**config.mk**
```make
export PLATFORM = sky130hd
export DESIGN_NAME = bp_update_unit_flat
export DESIGN_NICKNAME = d
export VERILOG_FILES = /design/src/rtl/bp_update_unit_pkg.sv /design/src/rtl/bp_update_unit_if.sv /design/src/rtl/bp_update_fifo.sv /design/src/rtl/bp_update_unit.sv /design/src/flat_wrapper.sv
export SDC_FILE = /design/constraint.sdc
export NUM_CORES = 1
export LEC_CHECK = 0
export CORE_UTILIZATION = 25
export DETAILED_ROUTE_END_ITERATION = 12
export HOLD_SLACK_MARGIN = 0.06
export PLACE_DENSITY_LB_ADDON = 0.3
export SETUP_SLACK_MARGIN = 0.2
export SLEW_MARGIN = 20
export SYNTH_ARGS = -nofsm -noshare
export SYNTH_HDL_FRONTEND = slang
export SYNTH_SLANG_ARGS = --single-unit
```
**constraint.sdc**
```tcl
create_clock -name clk -period 4.9 [get_ports clk]
set_clock_uncertainty 0.2 [all_clocks]
set_input_delay 0.49 -clock clk [delete_from_list [all_inputs] [get_ports clk]]
set_output_delay 0.49 -clock clk [all_outputs]
set_load 0.02 [all_outputs]
```
**src/rtl/bp_update_unit_pkg.sv**
```systemverilog
// Shared definitions for the branch-predictor update unit: truth constants,
// FSM state encodings and the default predictor index width.
package bp_update_unit_pkg;
    localparam logic TRUE  = 1'b1;
    localparam logic FALSE = 1'b0;

    localparam int DEFAULT_TAG_W = 8;

    typedef enum logic {
        IDLE  = 1'b0,
        FLUSH = 1'b1
    } state_t;
endpackage

```
**src/rtl/bp_update_unit_if.sv**
```systemverilog
// Commit-side bundle: ROB commit inputs plus predictor-update, flush and
// statistics outputs of the update unit.
interface bp_update_unit_if
    import bp_update_unit_pkg::*;
#(
    parameter int TAG_W = DEFAULT_TAG_W
);
    logic             in_rob_commit_valid;
    logic             in_rob_is_branch;
    logic [31:0]      in_rob_pc;
    logic             in_rob_pred_jump;
    logic             in_rob_real_jump;
    logic [31:0]      in_rob_target_pc;
    logic             out_rob_stall;
    logic             out_bp_res;
    logic [TAG_W-1:0] out_bp_tag;
    logic             out_bp_jump_res;
    logic             out_flush;
    logic [31:0]      out_redirect_pc;
    logic [31:0]      out_branch_cnt;
    logic [31:0]      out_mispredict_cnt;

    modport master (
        output in_rob_commit_valid, in_rob_is_branch, in_rob_pc,
               in_rob_pred_jump, in_rob_real_jump, in_rob_target_pc,
        input  out_rob_stall, out_bp_res, out_bp_tag, out_bp_jump_res,
               out_flush, out_redirect_pc, out_branch_cnt, out_mispredict_cnt
    );

    modport slave (
        input  in_rob_commit_valid, in_rob_is_branch, in_rob_pc,
               in_rob_pred_jump, in_rob_real_jump, in_rob_target_pc,
        output out_rob_stall, out_bp_res, out_bp_tag, out_bp_jump_res,
               out_flush, out_redirect_pc, out_branch_cnt, out_mispredict_cnt
    );
endinterface

```
**src/rtl/bp_update_fifo.sv**
```systemverilog
// Parameterised synchronous FIFO holding queued predictor updates.
// Same-edge push and pop are allowed and leave the count unchanged.
module bp_update_fifo #(
    parameter int DEPTH = 4,
    parameter int WIDTH = 9
) (
    input  logic                   clk,
    input  logic                   rst,
    input  logic                   push,
    input  logic                   pop,
    input  logic [WIDTH-1:0]       wdata,
    output logic [WIDTH-1:0]       rdata,
    output logic                   full,
    output logic                   empty,
    output logic [$clog2(DEPTH):0] count
);
    localparam int PTR_W = $clog2(DEPTH);
    localparam int CNT_W = PTR_W + 1;

    logic [WIDTH-1:0] mem [DEPTH];
    logic [PTR_W-1:0] wr_ptr;
    logic [PTR_W-1:0] rd_ptr;
    logic             do_push;
    logic             do_pop;

    assign full    = (count == CNT_W'(DEPTH));
    assign empty   = (count == '0);
    assign do_push = push & ~full;
    assign do_pop  = pop & ~empty;
    assign rdata   = mem[rd_ptr];

    // NOTE: storage is deliberately not reset; count and pointers alone decide which entries are live.
    always_ff @(posedge clk) begin
        if (do_push) mem[wr_ptr] <= wdata;
    end

    // NOTE: registers use non-blocking assignments so every update sees pre-edge values.
    always_ff @(posedge clk) begin
        if (rst) begin
            wr_ptr <= '0;
            rd_ptr <= '0;
            count  <= '0;
        end else begin
            if (do_push) wr_ptr <= wr_ptr + PTR_W'(1);
            if (do_pop)  rd_ptr <= rd_ptr + PTR_W'(1);
            case ({do_push, do_pop})
                2'b10:   count <= count + CNT_W'(1);
                2'b01:   count <= count - CNT_W'(1);
                default: ;
            endcase
        end
    end
endmodule

```
**src/rtl/bp_update_unit.sv**
```systemverilog
// Turns committed branches into predictor updates via a small FIFO and raises
// a one-cycle flush with redirect PC on a committed misprediction.
module bp_update_unit
    import bp_update_unit_pkg::*;
#(
    parameter int FIFO_DEPTH = 4,
    parameter int TAG_W      = DEFAULT_TAG_W,
    parameter int TAG_LSB    = 2
) (
    input logic             clk,
    input logic             rst,
    input logic             rdy,
    bp_update_unit_if.slave bus
);
    localparam int CNT_W   = $clog2(FIFO_DEPTH) + 1;
    localparam int ENTRY_W = TAG_W + 1;

    state_t             state;
    state_t             next_state;
    logic [CNT_W-1:0]   fifo_count;
    logic               fifo_full;
    logic               fifo_empty;
    logic               accept;
    logic               mispredict;
    logic               push;
    logic               pop;
    logic [ENTRY_W-1:0] push_data;
    logic [ENTRY_W-1:0] head;

    assign bus.out_rob_stall = (fifo_count == CNT_W'(FIFO_DEPTH)) | (state == FLUSH);

    assign accept     = rdy & bus.in_rob_commit_valid & bus.in_rob_is_branch & ~bus.out_rob_stall;
    assign mispredict = accept & (bus.in_rob_pred_jump != bus.in_rob_real_jump);
    assign push       = accept & ~fifo_full;
    assign pop        = rdy & ~fifo_empty;
    assign push_data  = {bus.in_rob_pc[TAG_LSB +: TAG_W], bus.in_rob_real_jump};

    bp_update_fifo #(
        .DEPTH (FIFO_DEPTH),
        .WIDTH (ENTRY_W)
    ) u_fifo (
        .clk   (clk),
        .rst   (rst),
        .push  (push),
        .pop   (pop),
        .wdata (push_data),
        .rdata (head),
        .full  (fifo_full),
        .empty (fifo_empty),
        .count (fifo_count)
    );

    // NOTE: next_state gets its default first so no path through the case infers a latch.
    always_comb begin
        next_state = state;
        case (state)
            IDLE:    if (mispredict) next_state = FLUSH;
            FLUSH:   if (rdy)        next_state = IDLE;
            default:                 next_state = IDLE;
        endcase
    end

    always_ff @(posedge clk) begin
        if (rst) state <= IDLE;
        else     state <= next_state;
    end

    // Everything below freezes while rdy is low, including a pending flush pulse.
    always_ff @(posedge clk) begin
        if (rst) begin
            bus.out_bp_res         <= FALSE;
            bus.out_bp_tag         <= '0;
            bus.out_bp_jump_res    <= FALSE;
            bus.out_flush          <= FALSE;
            bus.out_redirect_pc    <= '0;
            bus.out_branch_cnt     <= '0;
            bus.out_mispredict_cnt <= '0;
        end else if (rdy) begin
            bus.out_bp_res <= pop;
            if (pop) {bus.out_bp_tag, bus.out_bp_jump_res} <= head;
            bus.out_flush <= mispredict;
            if (mispredict) begin
                bus.out_redirect_pc    <= bus.in_rob_target_pc;
                bus.out_mispredict_cnt <= bus.out_mispredict_cnt + 32'd1;
            end
            if (accept) bus.out_branch_cnt <= bus.out_branch_cnt + 32'd1;
        end
    end
endmodule

```
**src/flat_wrapper.sv**
```systemverilog
// flat-port wrapper written by rule: the top's interface ports become plain ports
module bp_update_unit_flat import bp_update_unit_pkg::*;
#(
    parameter int FIFO_DEPTH = 4,
    parameter int TAG_W      = DEFAULT_TAG_W,
    parameter int TAG_LSB    = 2
)
  (clk, rst, rdy, bus_in_rob_commit_valid, bus_in_rob_is_branch, bus_in_rob_pc, bus_in_rob_pred_jump, bus_in_rob_real_jump, bus_in_rob_target_pc, bus_out_rob_stall, bus_out_bp_res, bus_out_bp_tag, bus_out_bp_jump_res, bus_out_flush, bus_out_redirect_pc, bus_out_branch_cnt, bus_out_mispredict_cnt);
  bp_update_unit_if #(.TAG_W(TAG_W)) bus_i ();
  input logic clk;
  input logic rst;
  input logic rdy;
  input wire logic [$bits(bus_i.in_rob_commit_valid)-1:0] bus_in_rob_commit_valid;
  input wire logic [$bits(bus_i.in_rob_is_branch)-1:0] bus_in_rob_is_branch;
  input wire logic [$bits(bus_i.in_rob_pc)-1:0] bus_in_rob_pc;
  input wire logic [$bits(bus_i.in_rob_pred_jump)-1:0] bus_in_rob_pred_jump;
  input wire logic [$bits(bus_i.in_rob_real_jump)-1:0] bus_in_rob_real_jump;
  input wire logic [$bits(bus_i.in_rob_target_pc)-1:0] bus_in_rob_target_pc;
  output wire logic [$bits(bus_i.out_rob_stall)-1:0] bus_out_rob_stall;
  output wire logic [$bits(bus_i.out_bp_res)-1:0] bus_out_bp_res;
  output wire logic [$bits(bus_i.out_bp_tag)-1:0] bus_out_bp_tag;
  output wire logic [$bits(bus_i.out_bp_jump_res)-1:0] bus_out_bp_jump_res;
  output wire logic [$bits(bus_i.out_flush)-1:0] bus_out_flush;
  output wire logic [$bits(bus_i.out_redirect_pc)-1:0] bus_out_redirect_pc;
  output wire logic [$bits(bus_i.out_branch_cnt)-1:0] bus_out_branch_cnt;
  output wire logic [$bits(bus_i.out_mispredict_cnt)-1:0] bus_out_mispredict_cnt;
  assign bus_i.in_rob_commit_valid = bus_in_rob_commit_valid;
  assign bus_i.in_rob_is_branch = bus_in_rob_is_branch;
  assign bus_i.in_rob_pc = bus_in_rob_pc;
  assign bus_i.in_rob_pred_jump = bus_in_rob_pred_jump;
  assign bus_i.in_rob_real_jump = bus_in_rob_real_jump;
  assign bus_i.in_rob_target_pc = bus_in_rob_target_pc;
  assign bus_out_rob_stall = bus_i.out_rob_stall;
  assign bus_out_bp_res = bus_i.out_bp_res;
  assign bus_out_bp_tag = bus_i.out_bp_tag;
  assign bus_out_bp_jump_res = bus_i.out_bp_jump_res;
  assign bus_out_flush = bus_i.out_flush;
  assign bus_out_redirect_pc = bus_i.out_redirect_pc;
  assign bus_out_branch_cnt = bus_i.out_branch_cnt;
  assign bus_out_mispredict_cnt = bus_i.out_mispredict_cnt;
  bp_update_unit #(.FIFO_DEPTH(FIFO_DEPTH), .TAG_W(TAG_W), .TAG_LSB(TAG_LSB)) u_core (.clk(clk), .rst(rst), .rdy(rdy), .bus(bus_i));
endmodule
```
==> metrics.txt <==
status completed; prevailing post-synth register cell dfxtp_1; CP endpoint kind output port; Worst path top cell family by delay simple AND/OR/NAND/NOR gates; Rows 58; CTS tree yes; #FFs+latches synth 151; total leakage power 2.84 nW; initial core utilization approximately 26%; PnR Total Power 3.05 mW; Hold Slack 0.253 ns; final period utilization 61.5%; Port Buffer Count 154; Slew HR 37.1%; Final min period 3.01 ns; ordered list of cells on the worst path or3b_2 > nand2b_1 > clkdlybuf4s50_1; area leader, netlist dfxtp_1; Fillers about 2600; clock root buffer master clkbuf_16; Worst VDD drop 0.000206 V; largest net degree at the start of global routing 88; Cells after Synth a little under 700; Syn. warnings 0; Avg WL per Cell 15.3 um; share of cells above drive strength 1 under 10%; Area growth, synth to finish 37.2%; Post-DP Area ~8400 sq um; worst-margin pin slew 0.944 ns; Placed Instances 1129; global route overflow 0; first-pass GRT wire length 28000 um; CP max stage cell or3b_2; Synth Net Count 759; Iter 0 DRT Violations 339; CP Launch Point u_core.u_fifo.count[0]; final worst slack 1.89 ns; Vias between 5000 and 6000; Core ar. 25500 sq um; Req. time, crit path between 4 and 5 ns; RD Place Congestion ~0.74; Die Footprint around 27000 sq um; Worst Path Buf+Inv 1; Post-synth ARST share 0%; DP HPWL roughly 12000 um; top cells by area, synth dfxtp_1, edfxtp_1, a21oi_1, nand2_1, mux2_2; Antenna diodes 0; pins over their slew limit 0; Worst R2R Start u_core.state; final wirelength 17700 um; post-CTS setup buffer count 0; leading cell type by number of instances after synthesis dfxtp_1; clk slew on worst S/H paths 0.07 ns; vias in the first global route about 5300; Setup TNS 0 ns; synth cell count leaders dfxtp_1, nand2_1, a21oi_1; Residual DRC 0; max_cap viols 0; initial antenna violation count 0; CTS Hold Bufs 0; Seq. cell area 3380 sq um; H-tree Lvls 4; CTS Buf Count 17; routed vias/inst ~4.8; Hold Vio Cnt, Final 0; fin cells around 1200; CP max FO 14; Setup WS pre-CTS between 1 and 1.5 ns; worst hold start u_core.bus.out_redirect_pc[15]; clock tree buffer depth 2; final design utilization 35.3%; crit path DAT 2.32 ns; slowest stage delay, CP 0.67 ns; Final #Nets 897; PwrDens 339 nW/um^2; fmax 0.332 GHz; clock latency on the worst-skew pair 0.43 ns; synth unique cells 44; number of gates resized after CTS 0; # setup viols final 0; number of flops mapped to enable cells by yosys 36; RSZ-0062 raised after global routing no; Worst setup SP type register; die height between 150 and 200 um; register area share after synthesis about half; worst min-delay path class reg -> reg; Num Clock Sinks 151; synthesized area 6560 sq um; drt pass-1 iters 5; Mapped Avg Cell Area 9.64 sq um; top cell type's share of synthesized area approximately a third; post-route ant nets 0; Die Width around 160 um; design area 9000 sq um; IO Pins 179; Setup CP Type reg -> out; footprint of the multi-input gates 2960 sq um; All-Layer GR Usage 13.4%
[final cells by class]
cell class,count,share of cell area (%)
Sequential cell,151,37.6
Multi-Input combinational cell,473,32.9
Timing Repair Buffer,159,17.5
Clock buffer,17,4.73
Tap cell,330,4.59
Clock inverter,15,2.00
Inverter,16,0.668
[logic make-up after synthesis]
logic type / share of synthesized area, %
and+or+nand+nor: 24.7
DFF: 51.6
AOI/OAI and AO/OA: 10.1
xor gates and xnor gates: 2.27
adders and majority gates: 1.64
muxes: 6.35
buffers and inverters: 3.38
[worst paths after layout]
kind,end,depth (start not counted),slack (ns)
worst max-delay path,bus_out_rob_stall,3,1.89
worst min-delay path,u_core.bus.out_redirect_pc[15],2,0.25
worst max register to register,u_core.u_fifo.count[2],9,2.17
worst min register to register,u_core.bus.out_redirect_pc[15],2,0.25
[layout by cell type, fill, tap and decap left out, types with 10 or more instances in the layout]
master / n
clkdlybuf4s50_1: 153
dfxtp_1: 115
nand2_1: 106
a21oi_1: 82
nor2_1: 36
edfxtp_1: 36
nand3_1: 32
o31ai_1: 25
or4_1: 23
mux2_2: 19
nor2b_1: 18
nand4_1: 17
clkbuf_16: 17
inv_1: 16
nor4_1: 15
and4_1: 12
xnor2_1: 10
[routing by layer]
| metal | up-vias | global-route usage [%] | wire length (um) |
|---|---|---|---|
| li1 | 2751 | - | - |
| met1 | 2651 | 17.1 | 8300 |
| met2 | 127 | 21.8 | 8300 |
| met3 | 15 | 3.94 | 919 |
| met4 | 0 | 4.08 | 191 |
| met5 | - | 0 | 0 |
[flip-flops by register name, indices dropped and copies added (netlist names)]
signal                         cells
u_core.u_fifo.wr_ptr               2
u_core.u_fifo.count                3
u_core.bus.out_redirect_pc        32
u_core.u_fifo.rd_ptr               2
u_core.state                       1
u_core.bus.out_bp_res              1
u_core.bus.out_bp_jump_res         1
u_core.bus.out_branch_cnt         32
u_core.u_fifo.mem                 36
u_core.bus.out_bp_tag              8
u_core.bus.out_mispredict_cnt     32
u_core.bus.out_flush               1
[tightest hold or removal path, cell delays in order, from the launching register on]
cell and delay (ns):
dfxtp_1 0.31, nand2_1 0.05, a21oi_1 0.05
[power by group]
group          internal [mW]  leakage, nW  switching (mW)
sequential              1.31         1.25          0.0466
combinational          0.157         1.30           0.167
clock                  0.772        0.293           0.591
Power figures use the tool's default switching activity.
